==> config.mk <==
export PLATFORM = sky130hd
export DESIGN_NAME = pb_event_scheduler
export DESIGN_NICKNAME = d
export VERILOG_FILES = /design/src/rtl/pb_event_pkg.sv /design/src/rtl/pb_press_classifier.sv /design/src/rtl/pb_event_scheduler.sv
export SDC_FILE = /design/constraint.sdc
export NUM_CORES = 1
export LEC_CHECK = 0
export CAP_MARGIN = 30
export CORE_MARGIN = 1.5
export CORE_UTILIZATION = 55
export CTS_CLUSTER_DIAMETER = 30
export DETAILED_ROUTE_END_ITERATION = 8
export PLACE_DENSITY = 0.77
export SYNTH_ARGS = -nofsm -noshare
export SYNTH_HDL_FRONTEND = slang
export SYNTH_SLANG_ARGS = --single-unit
==> constraint.sdc <==
create_clock -name clk -period 3.3 [get_ports clk]
set_clock_uncertainty 0.15 [all_clocks]
set_input_delay 0.66 -clock clk [delete_from_list [all_inputs] [get_ports clk]]
set_output_delay 0.66 -clock clk [all_outputs]
set_load 0.02 [all_outputs]
==> src/rtl/pb_event_pkg.sv <==
// Shared event-type codes and per-button FSM state encodings for the push-button event scheduler.
package pb_event_pkg;

    typedef logic [1:0] evt_type_t;

    localparam evt_type_t EVT_NONE   = 2'b00;
    localparam evt_type_t EVT_SHORT  = 2'b01;
    localparam evt_type_t EVT_LONG   = 2'b10;
    localparam evt_type_t EVT_REPEAT = 2'b11;

    localparam logic [1:0] PBS_IDLE      = 2'b00;
    localparam logic [1:0] PBS_HELD      = 2'b01;
    localparam logic [1:0] PBS_LONG_HELD = 2'b10;

endpackage

==> src/rtl/pb_press_classifier.sv <==
// One button: press FSM, hold counter and single-entry pending slot.
// Optional auto-repeat of LONG presses when PB_AUTOREPEAT_EN is defined.
module pb_press_classifier
    import pb_event_pkg::*;
#(
    parameter int unsigned HOLD_WIDTH        = 26,
    parameter int unsigned LONG_PRESS_CYCLES = 50_000_000,
    parameter int unsigned REPEAT_CYCLES     = 10_000_000
) (
    input  logic      clk,
    input  logic      rst,
    input  logic      pb_posedge,
    input  logic      pb_negedge,
    input  logic      slot_clear,
    output logic      slot_valid,
    output evt_type_t slot_type,
    output logic      drop
);

    localparam logic [HOLD_WIDTH-1:0] LONG_LAST = HOLD_WIDTH'(LONG_PRESS_CYCLES - 1);

    logic [1:0]            state, state_nxt;
    logic [HOLD_WIDTH-1:0] cnt, cnt_nxt;
    logic                  post;
    evt_type_t             post_type;
    logic                  pos, neg;

    // Coincident press and release pulses cancel each other.
    assign pos = pb_posedge & ~pb_negedge;
    assign neg = pb_negedge & ~pb_posedge;

`ifdef PB_AUTOREPEAT_EN
    localparam int unsigned RPT_W = $clog2(REPEAT_CYCLES + 1);
    localparam logic [RPT_W-1:0] RPT_LAST = RPT_W'(REPEAT_CYCLES - 1);
    logic [RPT_W-1:0] rcnt, rcnt_nxt;
`endif

    always_comb begin
        state_nxt = state;
        cnt_nxt   = cnt;
        post      = 1'b0;
        post_type = EVT_SHORT;
`ifdef PB_AUTOREPEAT_EN
        rcnt_nxt  = rcnt;
`endif
        case (state)
            PBS_IDLE: begin
                if (pos) begin
                    state_nxt = PBS_HELD;
                    cnt_nxt   = '0;
                end
            end
            PBS_HELD: begin
                if (neg) begin
                    state_nxt = PBS_IDLE;
                    post      = 1'b1;
                    post_type = EVT_SHORT;
                end else if (cnt == LONG_LAST) begin
                    state_nxt = PBS_LONG_HELD;
                    post      = 1'b1;
                    post_type = EVT_LONG;
`ifdef PB_AUTOREPEAT_EN
                    rcnt_nxt  = '0;
`endif
                end else begin
                    cnt_nxt = cnt + 1'b1;
                end
            end
            PBS_LONG_HELD: begin
                if (neg) begin
                    state_nxt = PBS_IDLE;
`ifdef PB_AUTOREPEAT_EN
                end else if (rcnt == RPT_LAST) begin
                    post      = 1'b1;
                    post_type = EVT_REPEAT;
                    rcnt_nxt  = '0;
                end else begin
                    rcnt_nxt = rcnt + 1'b1;
`endif
                end
            end
            default: state_nxt = PBS_IDLE;
        endcase
    end

    // A drain in the same cycle frees the slot for the new event.
    assign drop = post & slot_valid & ~slot_clear;

    always_ff @(posedge clk) begin
        if (rst) begin
            state      <= PBS_IDLE;
            cnt        <= '0;
            slot_valid <= 1'b0;
        end else begin
            state <= state_nxt;
            cnt   <= cnt_nxt;
            if (post && !drop) begin
                slot_valid <= 1'b1;
            end else if (slot_clear) begin
                slot_valid <= 1'b0;
            end
        end
    end

    always_ff @(posedge clk) begin
        if (post && !drop) begin
            slot_type <= post_type;
        end
    end

`ifdef PB_AUTOREPEAT_EN
    always_ff @(posedge clk) begin
        if (rst) begin
            rcnt <= '0;
        end else begin
            rcnt <= rcnt_nxt;
        end
    end
`endif

endmodule

==> src/rtl/pb_event_scheduler.sv <==
// Classifies button presses and serialises pending events onto one valid/ready stream, round-robin.
// Define PB_AUTOREPEAT_EN to enable REPEAT events while a button is held past the LONG threshold.
module pb_event_scheduler
    import pb_event_pkg::*;
#(
    parameter int unsigned NUM_PB            = 4,
    parameter int unsigned HOLD_WIDTH        = 26,
    parameter int unsigned LONG_PRESS_CYCLES = 50_000_000,
    parameter int unsigned REPEAT_CYCLES     = 10_000_000
) (
    input  logic                      clk,
    input  logic                      rst,
    input  logic [NUM_PB-1:0]         pb_posedge,
    input  logic [NUM_PB-1:0]         pb_negedge,
    output logic                      evt_valid,
    input  logic                      evt_ready,
    output logic [$clog2(NUM_PB)-1:0] evt_id,
    output evt_type_t                 evt_type,
    output logic [NUM_PB-1:0]         pending,
    output logic                      overflow
);

    localparam int unsigned ID_W = $clog2(NUM_PB);

    logic [NUM_PB-1:0] slot_valid, slot_clear, drop;
    evt_type_t         slot_type [NUM_PB];
    logic [ID_W-1:0]   rr_ptr, grant_id;
    logic              grant_vld, load;

    for (genvar g = 0; g < NUM_PB; g++) begin : g_btn
        pb_press_classifier #(
            .HOLD_WIDTH       (HOLD_WIDTH),
            .LONG_PRESS_CYCLES(LONG_PRESS_CYCLES),
            .REPEAT_CYCLES    (REPEAT_CYCLES)
        ) u_cls (
            .clk       (clk),
            .rst       (rst),
            .pb_posedge(pb_posedge[g]),
            .pb_negedge(pb_negedge[g]),
            .slot_clear(slot_clear[g]),
            .slot_valid(slot_valid[g]),
            .slot_type (slot_type[g]),
            .drop      (drop[g])
        );
    end

    assign pending = slot_valid;
    assign load    = ~evt_valid | evt_ready;

    // First occupied slot at or after the pointer, wrapping modulo NUM_PB.
    always_comb begin
        logic [ID_W:0] sum;
        grant_vld = 1'b0;
        grant_id  = '0;
        sum       = '0;
        for (int i = 0; i < NUM_PB; i++) begin
            sum = {1'b0, rr_ptr} + (ID_W + 1)'(i);
            if (sum >= (ID_W + 1)'(NUM_PB)) begin
                sum = sum - (ID_W + 1)'(NUM_PB);
            end
            if (!grant_vld && slot_valid[sum[ID_W-1:0]]) begin
                grant_vld = 1'b1;
                grant_id  = sum[ID_W-1:0];
            end
        end
    end

    always_comb begin
        slot_clear = '0;
        if (load && grant_vld) begin
            slot_clear[grant_id] = 1'b1;
        end
    end

    always_ff @(posedge clk) begin
        if (rst) begin
            evt_valid <= 1'b0;
            evt_id    <= '0;
            evt_type  <= EVT_NONE;
            rr_ptr    <= '0;
            overflow  <= 1'b0;
        end else begin
            overflow <= |drop;
            if (load) begin
                evt_valid <= grant_vld;
                if (grant_vld) begin
                    evt_id   <= grant_id;
                    evt_type <= slot_type[grant_id];
                    rr_ptr   <= (grant_id == ID_W'(NUM_PB - 1)) ? '0 : grant_id + 1'b1;
                end
            end
        end
    end

endmodule

==> flow_metrics.py, run 1 <==
metrics = {
    "timing": {
        "min_period_ns": 2.74,
        "relSlewSlack_pct": 54.9,
        "finalMaxSlewViolations": 0,
        "worst_slew_pin_slew_ns": 0.671,
        "rsz0062_at_grt": "false",
        "max_freq_mhz": 365,
        "setup_slack_ns": 0.560,
        "holdWs_ns": 0.320,
        "fin_setup_tns_ns": 0,
        "finalHoldViolCount": 0,
        "finalSetupViolCount": 0,
        "finalCritPeriodShare_pct": 83.0,
    },
    "clock_tree": {
        "cts_buffers": 17,
        "cts.htree.levels": 4,
        "clk-insertion-delay-late_ns": 0.42,
        "clk_path_buf_depth": 2,
        "cts_tree": "done",
        "cts_sinks": 132,
        "postCtsHoldBufs": 0,
        "clk_pin_slew_ns": 0.06,
        "ctsRootBufferMaster": "clkbuf_16",
        "postCtsSetupRepairBufs": 0,
        "post_cts_resized": 0,
    },
    "drt": {
        "first_pass_iters": 5,
        "vias_per_cell": 5.95,
        "drt_first_iter_violations": 284,
        "antenna_left": 0,
        "post-route-drc-count": 0,
        "totalWireLength_mm": 14.1,
        "wire_per_inst_um": 15.0,
        "vias": 5583,
    },
    "min_path": {
        "min_path_type": "reg2reg",
        "hp-start": "g_btn[0].u_cls.cnt[1]$_SDFFE_PP0P_",
    },
    "synthesis": {
        "yosysTopAreaCell": "dfxtp_1",
        "syn_inst": 762,
        "yosysMostFrequentCell": "dfxtp_1",
        "synth-edff-count": 8,
        "synth_nets": 781,
        "ys_top_cells_by_area": "dfxtp_1 38%, xor2_1 6.6%, nor2_1 5.5%",
        "synth_flop_cell": "dfxtp_1",
        "synthArstFlopShare_pct": 0,
        "synth_cell_types": 64,
        "synth_seq_cells": 132,
        "syn_avg_cell_area_um2": 8.52,
        "synthTopCellsByCount": "124 x dfxtp_1, 95 x nor2_1, 58 x a21oi_1",
        "synth_top_area_share_pct": 38.2,
        "synth_area_um2": 6490,
        "yosysSeqAreaShare_pct": 42.0,
        "ys_warn_count": 0,
    },
    "final_layout": {
        "final_layout_size_suffix_gt1_share_pct": 7.79,
        "area_growth_syn_to_layout_pct": 15.8,
        "design_area_um2": 7510,
        "fin_nets": 802,
        "diodes": 0,
    },
    "floorplanning": {
        "ioPinCount": 21,
        "die_h_um": 112,
        "die_width_um": 112,
        "core_um2": 11500,
        "die-area_um2": 12500,
        "initial_utilization_pct": 56.6,
        "rows": 39,
    },
    "grt": {
        "groute.usage.overall_pct": 23.7,
        "grt_pass1_wl_mm": 24.6,
        "grt_max_degree": 36,
        "grt-busiest-layer": "met2",
        "grt-ovfl-total": 0,
        "grt_pass1_vias": 5385,
        "grt_use_met2_pct": 39.3,
        "grtUsageMet3_pct": 5.01,
        "antenna_found_initial": 0,
        "use_met1_pct": 30.6,
    },
    "power": {
        "p_leak_nw": 2.54,
        "power_mw": 4.01,
        "pwr_density_cell_nw_per_um2": 534,
        "irDropWorstVdd_v": 0.000319,
    },
    "placement": {
        "dpl_cell_area_um2": 6830,
        "pre_cts_ws_ns": 0.329,
        "gp_congestion": 0.828,
        "dp_hpwl_mm": 9.55,
        "port_buffers": 20,
    },
    "run": {
        "max-cap-violations": 0,
    },
    "critical_path": {
        "critPathLaunchType": "register",
        "arrival_ns": 2.89,
        "critPathLaunch": "g_btn[0].u_cls.cnt[7]$_SDFFE_PP0P_",
        "required_ns": 3.45,
        "r2r_start": "g_btn[0].u_cls.cnt[7]$_SDFFE_PP0P_",
        "crit_path_max_fanout": 16,
        "path_class": "reg2reg",
        "end_kind": "register",
    },
    "status": {
        "status": "complete, no violations",
    },
}
## final cells by class
cell class              count  area (µm²)
fillers                   941        3950
multi-input cells         581        3570
flip-flops and latches    132        2720
clock buffers              17         425
repair buffers             32         290
clock inverters            15         260
well taps                 143         179
inverters                  19        71.3
## routing by layer
| layer | wire length [µm] | share of wire (%) |
|---|---|---|
| met5 | 0 | 0 |
| met4 | 265 | 1.9 |
| met3 | 534 | 3.8 |
| met2 | 6780 | 48 |
| met1 | 6470 | 46 |
## sequential cells by signal, summed over array words and instances (netlist names)
name,cells
evt_type,2
evt_id,2
evt_valid,1
overflow,1
rr_ptr,2
g_btn.u_cls.slot_type,8
g_btn.u_cls.cnt,104
g_btn.u_cls.state,8
g_btn.u_cls.slot_valid,4
## final timing paths
path	endpoint	slack (ns)	cells past startpoint
setup / recovery	g_btn[0].u_cls.cnt[10]$_SDFFE_PP0P_	0.56	6
hold / removal	g_btn[0].u_cls.cnt[1]$_SDFFE_PP0P_	0.32	2
setup reg to reg	g_btn[0].u_cls.cnt[10]$_SDFFE_PP0P_	0.56	6
hold reg to reg	g_btn[0].u_cls.cnt[1]$_SDFFE_PP0P_	0.32	2
## cell families (layout without fill, tap and decap cells)
family / after synthesis / count (layout) / synth area share (%)
AOI/OAI and AO/OA: 134 / 134 / 12.5
xor gates and xnor gates: 64 / 64 / 8.64
adders and majority gates: 8 / 8 / 1.54
buffers and inverters: 49 / 83 / 3.26
DFF: 132 / 132 / 42.0
muxes: 11 / 11 / 1.75
and+or+nand+nor: 364 / 364 / 30.4
## power breakdown
part	total (mW)	internal, mW	switching, mW	leakage [nW]
Sequential	1.64	1.62	0.0152	1.08
Clock	2.18	1.48	0.699	0.326
Combinational	0.192	0.0689	0.123	1.14
Total	4.01	3.18	0.837	2.54
## placed cells by master, fill, tap and decap left out, types with 18 or more instances in the layout
| cell type | count |
|---|---|
| a21oi_1 | 58 |
| clkdlybuf4s50_1 | 20 |
| dfxtp_1 | 124 |
| inv_1 | 18 |
| nand2_1 | 53 |
| nand3_1 | 38 |
| nand4_1 | 33 |
| nor2_1 | 95 |
| nor3_1 | 18 |
| or3_1 | 26 |
| xor2_1 | 49 |
## worst max-delay path, cell delays in order (launching register included)
cell,delay [ns]
dfxtp_1,0.36
or4_1,0.53
nor4_1,0.37
nand4_1,0.59
nand2_1,0.41
or3_1,0.15
a21oi_1,0.05
## per-stage QoR
step / cells / util [%]
floorplan: 762 / -
global placement: 907 / 59.6
detailed placement: 907 / 59.6
CTS: 939 / 65.5
global route: 939 / 65.5
finish: 939 / 65.5
Power figures use the tool's default switching activity.
==> inputs of run 2 (changes only) <==
- clock period: 3.3 -> 2.85 ns (I/O delays scaled with it)
==> flow_metrics.py, run 2 (synthesis results as in run 1) <==
metrics = {
    "timing": {
        "rsz0062_at_grt": "false",
        "holdWs_ns": 0.319,
        "finalMaxSlewViolations": 0,
        "finalHoldViolCount": 0,
        "finalCritPeriodShare_pct": 92.6,
        "relSlewSlack_pct": 53.8,
        "worst_slew_pin_slew_ns": 0.688,
        "finalSetupViolCount": 0,
        "max_freq_mhz": 379,
        "min_period_ns": 2.64,
        "fin_setup_tns_ns": 0,
    },
    "critical_path": {
        "arrival_ns": 2.85,
        "cp_num_buf_inv": 1,
        "end_kind": "register",
        "path_class": "reg2reg",
        "r2r_setup_slack_ns": 0.21,
        "reg2reg_depth": 9,
        "crit_path_max_incr_delay_ns": 0.42,
        "crit_family": "compound AO/OA/AOI/OAI gates",
        "reg2reg_to": "overflow$_SDFF_PP0_",
        "worst_path_max_delay_cell": "a221oi_1",
        "crit_chain": "mux2_2 -> a221oi_1 -> nor2b_1 -> inv_1 -> ha_1 -> nand2_1 -> nand2_1 -> o22ai_1 -> o21a_1",
        "path_common_cell": "nand2_1",
        "required_ns": 3.06,
        "r2r_start": "rr_ptr[1]$_SDFFE_PP0P_",
        "critPathLaunchType": "register",
        "crit_path_max_fanout": 5,
    },
    "power": {
        "pwr_density_cell_nw_per_um2": 588,
        "switching_share_pct": 21.0,
        "irDropWorstVdd_v": 0.000403,
        "pwr-share-comb_pct": 5.2,
        "p_seq_share_pct": 42.7,
        "power.share.clock_pct": 52.0,
        "power_switching_mw": 0.933,
        "power.internal_mw": 3.50,
        "p_leak_nw": 2.59,
    },
    "clock_tree": {
        "cts_buffers": 17,
        "clk_path_buf_depth": 2,
        "clk_pin_slew_ns": 0.05,
        "cts_sinks": 132,
        "clk-insertion-delay-late_ns": 0.42,
        "postCtsHoldBufs": 0,
        "cts.htree.levels": 4,
        "postCtsSetupRepairBufs": 0,
        "cts_tree": "done",
        "post_cts_resized": 0,
        "ctsRootBufferMaster": "clkbuf_16",
    },
    "floorplanning": {
        "die-area_um2": 12500,
        "rows": 39,
        "die_h_um": 112,
        "core_um2": 11500,
        "initial_utilization_pct": 56.6,
        "ioPinCount": 21,
        "die_width_um": 112,
    },
    "placement": {
        "dpl_cell_area_um2": 6910,
        "dp_hpwl_mm": 9.51,
        "port_buffers": 20,
        "gp_congestion": 0.859,
    },
    "grt": {
        "groute.usage.overall_pct": 23.1,
        "grt_pass1_vias": 5223,
        "antenna_found_initial": 0,
        "grt_pass1_wl_mm": 23.9,
        "grt_max_degree": 25,
        "grt-ovfl-total": 0,
    },
    "final_layout": {
        "largest_register_ffs": 104,
        "fin_util_pct": 65.9,
        "fin_nets": 813,
        "diodes": 0,
        "mostFrequentLayoutCell": "dfxtp_1",
        "final_cell_mix": "124 x dfxtp_1, 95 x nor2_1, 58 x a21oi_1, 53 x nand2_1, 49 x xor2_1",
        "area_growth_syn_to_layout_pct": 16.4,
        "design_area_um2": 7550,
        "final_layout_size_suffix_gt1_share_pct": 9.05,
        "top_regs": "g_btn.u_cls.cnt: 104 flops, g_btn.u_cls.slot_type: 8 flops, g_btn.u_cls.state: 8 flops",
        "regMostFlops": "g_btn.u_cls.cnt",
        "fillers": 891,
    },
    "drt": {
        "first_pass_iters": 5,
        "drt_first_iter_violations": 237,
        "vias": 5580,
        "wl_met1_mm": 6.14,
        "antenna_left": 0,
        "post-route-drc-count": 0,
        "totalWireLength_mm": 13.8,
        "met2_length_mm": 6.93,
        "top_layer": "met4",
        "route.met3.wl_um": 515,
        "vias_per_cell": 5.87,
        "wire_per_inst_um": 14.5,
    },
    "run": {
        "max-cap-violations": 0,
    },
    "min_path": {
        "min_path_type": "reg2reg",
        "holdPathEnd": "g_btn[3].u_cls.cnt[1]$_SDFFE_PP0P_",
        "min_path_cells": 2,
        "hp-start": "g_btn[3].u_cls.cnt[1]$_SDFFE_PP0P_",
    },
    "status": {
        "status": "complete, no violations",
    },
}
## run 2: worst max-delay path by stage
stage / startpoint / end / slack (ns) / cells past startpoint
3_5_place_dp: pb_posedge[2] / g_btn[2].u_cls.cnt[25]$_SDFFE_PP0P_ / 0.02 / 7
5_1_grt: rr_ptr[1]$_SDFFE_PP0P_ / overflow$_SDFF_PP0_ / 0.01 / 9
3_3_place_gp: pb_posedge[2] / g_btn[2].u_cls.cnt[25]$_SDFFE_PP0P_ / 0.1 / 7
2_1_floorplan: rr_ptr[1]$_SDFFE_PP0P_ / g_btn[3].u_cls.slot_type[0]$_SDFFCE_PP1P_ / 0.58 / 6
6_report: rr_ptr[1]$_SDFFE_PP0P_ / overflow$_SDFF_PP0_ / 0.21 / 9
4_1_cts: rr_ptr[1]$_SDFFE_PP0P_ / overflow$_SDFF_PP0_ / 0.22 / 9
## run 2: metal layers
layer,GRT usage [%],up-vias
li1,-,2814
met1,29.4,2642
met2,38.7,108
met3,4.84,16
met4,8.61,0
met5,0,-
## run 2: power by group through the flow
stage          combinational [mW]  sequential (mW)  clock (mW)
3_3_place_gp                0.222             1.93           0
2_1_floorplan               0.146             1.94           0
6_report                    0.232             1.90        2.31
5_1_grt                     0.257             1.90        2.42
3_5_place_dp                0.228             1.94           0
4_1_cts                     0.232             1.90        2.34
## run 2: per-stage QoR
step	setup slack, ns	power, mW	cells
floorplan	0.579	2.08	762
global placement	0.0970	2.16	918
detailed placement	0.0215	2.16	918
CTS	0.216	4.47	950
global route	0.0120	4.57	950
finish	0.212	4.44	950
## run 2: final cells by class
class	count	area, µm²	area share (%)
multi-input combinational	581	3570	47.2
sequential	132	2720	36.1
clock buffer	24	523	6.93
timing repair buffer	43	373	4.94
tap	143	179	2.37
clock inverter	8	118	1.56
inverter	19	71.3	0.944
## run 2: tightest hold or removal path, delay by kind of cell (launching register included)
kind / cells / cell delay, ns
AND/OR/NAND/NOR: 1 / 0.06
AO/OA/AOI/OAI: 1 / 0.05
flip-flops: 1 / 0.32
